## src/rtl/reorder_buffer.sv

```systemverilog
// Circular reorder buffer: tag allocation, operand queries, CDB capture, in-order commit and mispredict flush.
// Optional ROB_BYPASS_EN: operand queries forward a matching same-cycle CDB broadcast.
module reorder_buffer #(
  parameter int unsigned ROB_WIDTH       = 4,
  parameter int unsigned ID_WIDTH        = 32,
  parameter int unsigned REG_WIDTH       = 5,
  parameter int unsigned INST_TYPE_WIDTH = 6,
  parameter int unsigned ADDRESS_WIDTH   = 32
) (
  input  logic                       clk_in,
  input  logic                       rst_in,
  input  logic                       rdy_in,
  input  logic                       dispatcher_rob_en_in,
  input  logic [INST_TYPE_WIDTH-1:0] dispatcher_rob_opcode_in,
  input  logic [REG_WIDTH-1:0]       dispatcher_rob_dest_in,
  input  logic [ADDRESS_WIDTH-1:0]   dispatcher_rob_target_in,
  input  logic [ADDRESS_WIDTH-1:0]   dispatcher_rob_pc_in,
  input  logic                       dispatcher_rob_taken_in,
  output logic [ROB_WIDTH-1:0]       rob_dispatcher_b_out,
  output logic                       rob_full_out,
  input  logic [ROB_WIDTH-1:0]       dispatcher_rob_rs_h_in,
  input  logic [ROB_WIDTH-1:0]       dispatcher_rob_rt_h_in,
  output logic                       rob_dispatcher_rs_ready_out,
  output logic                       rob_dispatcher_rt_ready_out,
  output logic [ID_WIDTH-1:0]        rob_dispatcher_rs_value_out,
  output logic [ID_WIDTH-1:0]        rob_dispatcher_rt_value_out,
  input  logic                       cdb_en_in,
  input  logic [ROB_WIDTH-1:0]       cdb_tag_in,
  input  logic [ID_WIDTH-1:0]        cdb_value_in,
  input  logic                       cdb_taken_in,
  output logic                       rob_regfile_en_out,
  output logic [REG_WIDTH-1:0]       rob_regfile_rd_out,
  output logic [ID_WIDTH-1:0]        rob_regfile_value_out,
  output logic [ROB_WIDTH-1:0]       rob_regfile_reorder_out,
  output logic                       rob_store_en_out,
  output logic [ROB_WIDTH-1:0]       rob_store_tag_out,
  output logic                       rob_bp_en_out,
  output logic [ADDRESS_WIDTH-1:0]   rob_bp_pc_out,
  output logic                       rob_bp_taken_out,
  output logic                       rob_flush_out,
  output logic [ADDRESS_WIDTH-1:0]   rob_flush_pc_out
);
  localparam int unsigned DEPTH = 1 << ROB_WIDTH;
  localparam logic [ROB_WIDTH-1:0] TAG_FIRST = ROB_WIDTH'(1);
  localparam logic [ROB_WIDTH-1:0] TAG_LAST  = ROB_WIDTH'(DEPTH - 1);
  localparam logic [INST_TYPE_WIDTH-1:0] OP_BEQ  = INST_TYPE_WIDTH'(5);
  localparam logic [INST_TYPE_WIDTH-1:0] OP_BGEU = INST_TYPE_WIDTH'(10);
  localparam logic [INST_TYPE_WIDTH-1:0] OP_SB   = INST_TYPE_WIDTH'(16);
  localparam logic [INST_TYPE_WIDTH-1:0] OP_SW   = INST_TYPE_WIDTH'(18);

  logic [ROB_WIDTH-1:0]       head_q, tail_q, count_q;
  logic [DEPTH-1:0]           valid_q, ready_q, pred_q, act_q;
  logic [INST_TYPE_WIDTH-1:0] op_q     [DEPTH];
  logic [REG_WIDTH-1:0]       dest_q   [DEPTH];
  logic [ADDRESS_WIDTH-1:0]   pc_q     [DEPTH];
  logic [ADDRESS_WIDTH-1:0]   target_q [DEPTH];
  logic [ID_WIDTH-1:0]        value_q  [DEPTH];

  logic [INST_TYPE_WIDTH-1:0] head_op;
  logic full_c, commit_c, branch_c, store_c, mispredict_c, alloc_c, wb_c;

  function automatic logic [ROB_WIDTH-1:0] tag_next(input logic [ROB_WIDTH-1:0] t);
    return (t == TAG_LAST) ? TAG_FIRST : t + TAG_FIRST;
  endfunction

  assign rob_dispatcher_b_out = tail_q;
  assign rob_full_out         = full_c;

  // Commit, allocate and writeback qualification; a flush overrides allocate and writeback.
  always_comb begin
    head_op      = op_q[head_q];
    full_c       = (count_q == TAG_LAST);
    commit_c     = rdy_in & valid_q[head_q] & ready_q[head_q];
    branch_c     = (head_op >= OP_BEQ) && (head_op <= OP_BGEU);
    store_c      = (head_op >= OP_SB) && (head_op <= OP_SW);
    mispredict_c = commit_c & branch_c & (act_q[head_q] != pred_q[head_q]);
    alloc_c      = rdy_in & dispatcher_rob_en_in & (~full_c | commit_c) & ~mispredict_c;
    wb_c         = rdy_in & cdb_en_in & (cdb_tag_in != '0) & valid_q[cdb_tag_in] & ~mispredict_c;
  end

  // Operand readiness queries; tag 0 never reports ready.
  always_comb begin
    rob_dispatcher_rs_ready_out = (dispatcher_rob_rs_h_in != '0) &
                                  valid_q[dispatcher_rob_rs_h_in] & ready_q[dispatcher_rob_rs_h_in];
    rob_dispatcher_rs_value_out = value_q[dispatcher_rob_rs_h_in];
    rob_dispatcher_rt_ready_out = (dispatcher_rob_rt_h_in != '0) &
                                  valid_q[dispatcher_rob_rt_h_in] & ready_q[dispatcher_rob_rt_h_in];
    rob_dispatcher_rt_value_out = value_q[dispatcher_rob_rt_h_in];
`ifdef ROB_BYPASS_EN
    if (cdb_en_in && (dispatcher_rob_rs_h_in != '0) && (cdb_tag_in == dispatcher_rob_rs_h_in)) begin
      rob_dispatcher_rs_ready_out = 1'b1;
      rob_dispatcher_rs_value_out = cdb_value_in;
    end
    if (cdb_en_in && (dispatcher_rob_rt_h_in != '0) && (cdb_tag_in == dispatcher_rob_rt_h_in)) begin
      rob_dispatcher_rt_ready_out = 1'b1;
      rob_dispatcher_rt_value_out = cdb_value_in;
    end
`endif
  end

  // Pointers and per-entry status; allocation at a just-committed slot wins over its release.
  always_ff @(posedge clk_in or posedge rst_in) begin
    if (rst_in) begin
      head_q  <= TAG_FIRST;
      tail_q  <= TAG_FIRST;
      count_q <= '0;
      valid_q <= '0;
      ready_q <= '0;
    end else if (rdy_in) begin
      if (mispredict_c) begin
        head_q  <= TAG_FIRST;
        tail_q  <= TAG_FIRST;
        count_q <= '0;
        valid_q <= '0;
      end else begin
        if (commit_c) begin
          valid_q[head_q] <= 1'b0;
          head_q          <= tag_next(head_q);
        end
        if (wb_c) ready_q[cdb_tag_in] <= 1'b1;
        if (alloc_c) begin
          valid_q[tail_q] <= 1'b1;
          ready_q[tail_q] <= 1'b0;
          tail_q          <= tag_next(tail_q);
        end
        if (alloc_c && !commit_c)      count_q <= count_q + ROB_WIDTH'(1);
        else if (!alloc_c && commit_c) count_q <= count_q - ROB_WIDTH'(1);
      end
    end
  end

  // Entry payload; meaningful only while the matching valid/ready bit is set.
  always_ff @(posedge clk_in) begin
    if (alloc_c) begin
      op_q[tail_q]     <= dispatcher_rob_opcode_in;
      dest_q[tail_q]   <= dispatcher_rob_dest_in;
      pc_q[tail_q]     <= dispatcher_rob_pc_in;
      target_q[tail_q] <= dispatcher_rob_target_in;
      pred_q[tail_q]   <= dispatcher_rob_taken_in;
    end
    if (wb_c) begin
      value_q[cdb_tag_in] <= cdb_value_in;
      act_q[cdb_tag_in]   <= cdb_taken_in;
    end
  end

  // Registered commit pulses, zero whenever nothing commits.
  always_ff @(posedge clk_in or posedge rst_in) begin
    if (rst_in) begin
      rob_regfile_en_out      <= 1'b0;
      rob_regfile_rd_out      <= '0;
      rob_regfile_value_out   <= '0;
      rob_regfile_reorder_out <= '0;
      rob_store_en_out        <= 1'b0;
      rob_store_tag_out       <= '0;
      rob_bp_en_out           <= 1'b0;
      rob_bp_pc_out           <= '0;
      rob_bp_taken_out        <= 1'b0;
      rob_flush_out           <= 1'b0;
      rob_flush_pc_out        <= '0;
    end else begin
      rob_regfile_en_out      <= commit_c & ~branch_c & ~store_c;
      rob_regfile_rd_out      <= (commit_c & ~branch_c & ~store_c) ? dest_q[head_q] : '0;
      rob_regfile_value_out   <= (commit_c & ~branch_c & ~store_c) ? value_q[head_q] : '0;
      rob_regfile_reorder_out <= (commit_c & ~branch_c & ~store_c) ? head_q : '0;
      rob_store_en_out        <= commit_c & store_c;
      rob_store_tag_out       <= (commit_c & store_c) ? head_q : '0;
      rob_bp_en_out           <= commit_c & branch_c;
      rob_bp_pc_out           <= (commit_c & branch_c) ? pc_q[head_q] : '0;
      rob_bp_taken_out        <= commit_c & branch_c & act_q[head_q];
      rob_flush_out           <= mispredict_c;
      rob_flush_pc_out        <= !mispredict_c ? '0 :
                                 act_q[head_q] ? target_q[head_q] : pc_q[head_q] + ADDRESS_WIDTH'(4);
    end
  end
endmodule

```

## config.mk

```make
export PLATFORM = sky130hd
export DESIGN_NAME = reorder_buffer
export DESIGN_NICKNAME = d
export VERILOG_FILES = /design/src/rtl/reorder_buffer.sv
export SDC_FILE = /design/constraint.sdc
export NUM_CORES = 2
export LEC_CHECK = 0
export CAP_MARGIN = 40
export CELL_PAD_IN_SITES_DETAIL_PLACEMENT = 2
export CELL_PAD_IN_SITES_GLOBAL_PLACEMENT = 2
export CORE_ASPECT_RATIO = 1.1
export CORE_UTILIZATION = 49
export CTS_CLUSTER_DIAMETER = 100
export DETAILED_ROUTE_END_ITERATION = 16
export PLACE_DENSITY_LB_ADDON = 0.1
export SETUP_SLACK_MARGIN = 0.4
export SKIP_LAST_GASP = 1
export SLEW_MARGIN = 0
export SYNTH_ARGS = -nofsm -noshare
export SYNTH_HDL_FRONTEND = slang
export SYNTH_SLANG_ARGS = --single-unit
```

## constraint.sdc

```tcl
create_clock -name clk_in -period 11.9 [get_ports clk_in]
set_input_delay 1.19 -clock clk_in [delete_from_list [all_inputs] [get_ports clk_in]]
set_output_delay 1.19 -clock clk_in [all_outputs]
set_load 0.01 [all_outputs]
```

==> impl_results.md <==
- Post-cts sizing count: 0
- Synth Warn #: 0
- Worst path most repeated cell: buf_12
- Drt first pass iters: 5
- Cell Area, Synth: 79980 µm²
- Final hold vios: 0
- Req. time, crit path: 12.42 ns
- Number of enable flip-flop cells after synthesis: 1744
- Die area: 164800 µm²
- Initial Utilization: 0.4933
- Static leakage: 29.92 nW
- CTS Hold Bufs: 0
- Max Cap Viol: 0
- Status: finished, final reports clean
- GR Util All Layers: 0.3243
- Vias per cell: 6.889
- Async SR Flop Fraction: 0.08307
- Yosys reg bits: 1902
- Worst Tran Pin Value: 1.097 ns
- Routed wire per std cell: 42.10 µm
- Die height: 425.7 µm
- Arrival time at the worst endpoint: 7.77 ns
- CP Class: flop to flop
- Post-CTS setup buffers: 0
- Tmin final: 7.251 ns
- Worst path slowest cell: dfstp_4
- Initial DRC Count: 4867
- GP Congestion: 0.8386
- CP max FO: 95
- Detailed Place HPWL: 154.8 mm
- Crit end category: flop
- CTS tree: built
- Syn Area/Cell: 22.38 µm²
- Non-filler cells, final: 6290
- Setup TNS: 0 ns
- Most frequent cells in the layout: edfxtp_1, mux4_2, clkdlybuf4s50_1
- Area grow syn2layout: 16.76%
- Sequential area share after synthesis: 0.7043
- Worst hold path class: flop to flop
- Vias: 43330
- RSZ-0062 raised after global routing: no
- Clk_skew: 0.04334 ns
- Initial antenna violation count: 23
- ANT nets after route: 0
- Root Buffer: clkbuf_16
- Skew-Pair Late Insertion Delay: 0.87 ns
- Clk slew on worst S/H paths: 0.06 ns
- Site row count: 155
- Peak supply drop: 208.3 µV
- Final Max Tran Viols: 0
- Num ports: 311
- TritonCTS buffer count: 192
- Clock sinks: 1902
- Final setup fails: 0
- Power Density: 209.4 nW/µm²
- Ratio of cells with drive above 1 in the final layout: 0.3212
- Pin count of the biggest net entering global routing: 165
- H-tree depth: 4
- Primary FF master, synth: edfxtp_1
- Count of different cell masters after synthesis: 69
- Die W: 387.2 µm
- Final wirelength: 264.8 mm
- Rel. slew slack: 0.2689
- Synth Instances: 3573
- Max Root-Sink Buffers: 3
- Drt drc: 0
- Tcrit/Tclk final: 0.6094
- CP cell instances: buf_12, buf_12, mux4_2, a22o_1, a221oi_2, a211oi_1, o211ai_4, buf_4, and2_1, nand2_1, nor2_4, buf_16, buf_4, buf_12
- Max Freq: 0.1379 GHz
- First-pass GRT wire length: 371.4 mm
- Critical Path Start Type: flop
- IO buf count: 310
- Max incr delay on CP: 0.90 ns
- Number of global-route vias before repair: 47000
- Inst Count DP: 5917
- Final net count: 4136
- Area of the core: 162100 µm²
- GRT Residual Overflow: 0
- Commonest non-fill, non-tap cell in the layout: edfxtp_1
==> per-stage QoR <==
step / setup slack, ns / hold WS, ns / power (mW) / area (µm²) / utilization
final: 4.649 / 0.5016 / 19.55 / 93380 / 0.5759
after global routing: 4.455 / 0.5289 / 20.05 / 93370 / 0.5759
after CTS: 4.364 / 0.5020 / 19.65 / 93220 / 0.5750
after detailed placement: 4.508 / 0.4915 / 13.20 / 86740 / 0.5350
after global placement: 4.627 / 0.4834 / 12.79 / 85640 / 0.5282
after floorplan: 3.494 / 0.4581 / 11.31 / 80100 / -
==> worst max-delay path: cells and delay by family (launching register included) <==
kind | cells | cell delay (ns)
flops | 1 | 0.90
buf+inv | 6 | 2.46
compound gates | 4 | 1.23
simple gates | 3 | 1.57
mux | 1 | 0.62
==> synth_stat cells (12+ instances only) <==
cell      number  area share
edfxtp_1    1744        0.65
mux4_2       842        0.24
dfrtp_1      156       0.049
clkbuf_1     117      0.0055
nor2_1        86      0.0040
nand2_1       83      0.0039
buf_2         68      0.0043
a22oi_1       48      0.0045
a21oi_1       40      0.0025
nor2b_1       39      0.0031
buf_1         33      0.0015
nand3_1       28      0.0018
o21ai_0       24      0.0015
o21ai_1       23      0.0014
a22o_1        17      0.0019
xnor2_1       17      0.0019
inv_1         15     0.00070
xor2_1        13      0.0014
a211oi_1      12      0.0011
==> metal layers <==
layer / share of wire / global-route usage / vias to the layer above
met1: 0.37 / 0.4126 / 23950
met5: 0.00045 / 0 / -
met2: 0.52 / 0.5612 / 2465
li1: - / - / 16330
met3: 0.069 / 0.05041 / 563
met4: 0.041 / 0.1310 / 20
==> where the power goes <==
| part | internal [mW] | switching (mW) |
|---|---|---|
| registers | 7.59 | 0.223 |
| clock network | 3.61 | 2.76 |
| logic | 2.39 | 2.99 |
==> registers in the layout, summed over array words and instances, names as in the netlist, 5 cells and up <==
| register | count |
|---|---|
| act_q | 16 |
| dest_q | 80 |
| op_q | 96 |
| pc_q | 512 |
| pred_q | 16 |
| ready_q | 16 |
| rob_bp_pc_out | 32 |
| rob_flush_pc_out | 32 |
| rob_regfile_rd_out | 5 |
| rob_regfile_value_out | 32 |
| target_q | 512 |
| valid_q | 16 |
| value_q | 512 |
==> layout make-up <==
class                   instances  area (µm²)
repair buffers                437        4937
flip-flops and latches       1902       56340
fillers                     12910       68750
diodes                          6       15.01
clock inverters               104        1127
inverters                      19       83.83
multi-input cells            1446       22870
well taps                    2119        2651
clock buffers                 257        5356
==> cells by family (layout without fill, tap and decap cells) <==
family	Yosys count	in the layout	synth area share
adders and majority gates	12	12	0.001971
AOI/OAI and AO/OA	223	223	0.01963
buffers and inverters	257	817	0.01458
muxes	846	846	0.2376
other	1	39	0.00004689
and+or+nand+nor	302	302	0.01855
xor gates and xnor gates	30	30	0.003285
DFF	1902	1902	0.7043
==> final timing paths <==
kind	from	to	slack (ns)	cells past startpoint
min	ready_q[6]$_DFFE_PP0P_	ready_q[6]$_DFFE_PP0P_	0.50	1
max reg2reg	head_q[0]$_DFFE_PP1P_	target_q[9][24]$_DFFE_PP_	4.65	14
min in group asynchronous	rst_in	rob_regfile_value_out[22]$_DFF_PP0_	0.76	2
min reg2reg	ready_q[6]$_DFFE_PP0P_	ready_q[6]$_DFFE_PP0P_	0.50	1
max	head_q[0]$_DFFE_PP1P_	target_q[9][24]$_DFFE_PP_	4.65	14
max in group asynchronous	rst_in	head_q[0]$_DFFE_PP1P_	10.18	4
Note: power is estimated with default switching activity, not from simulation.
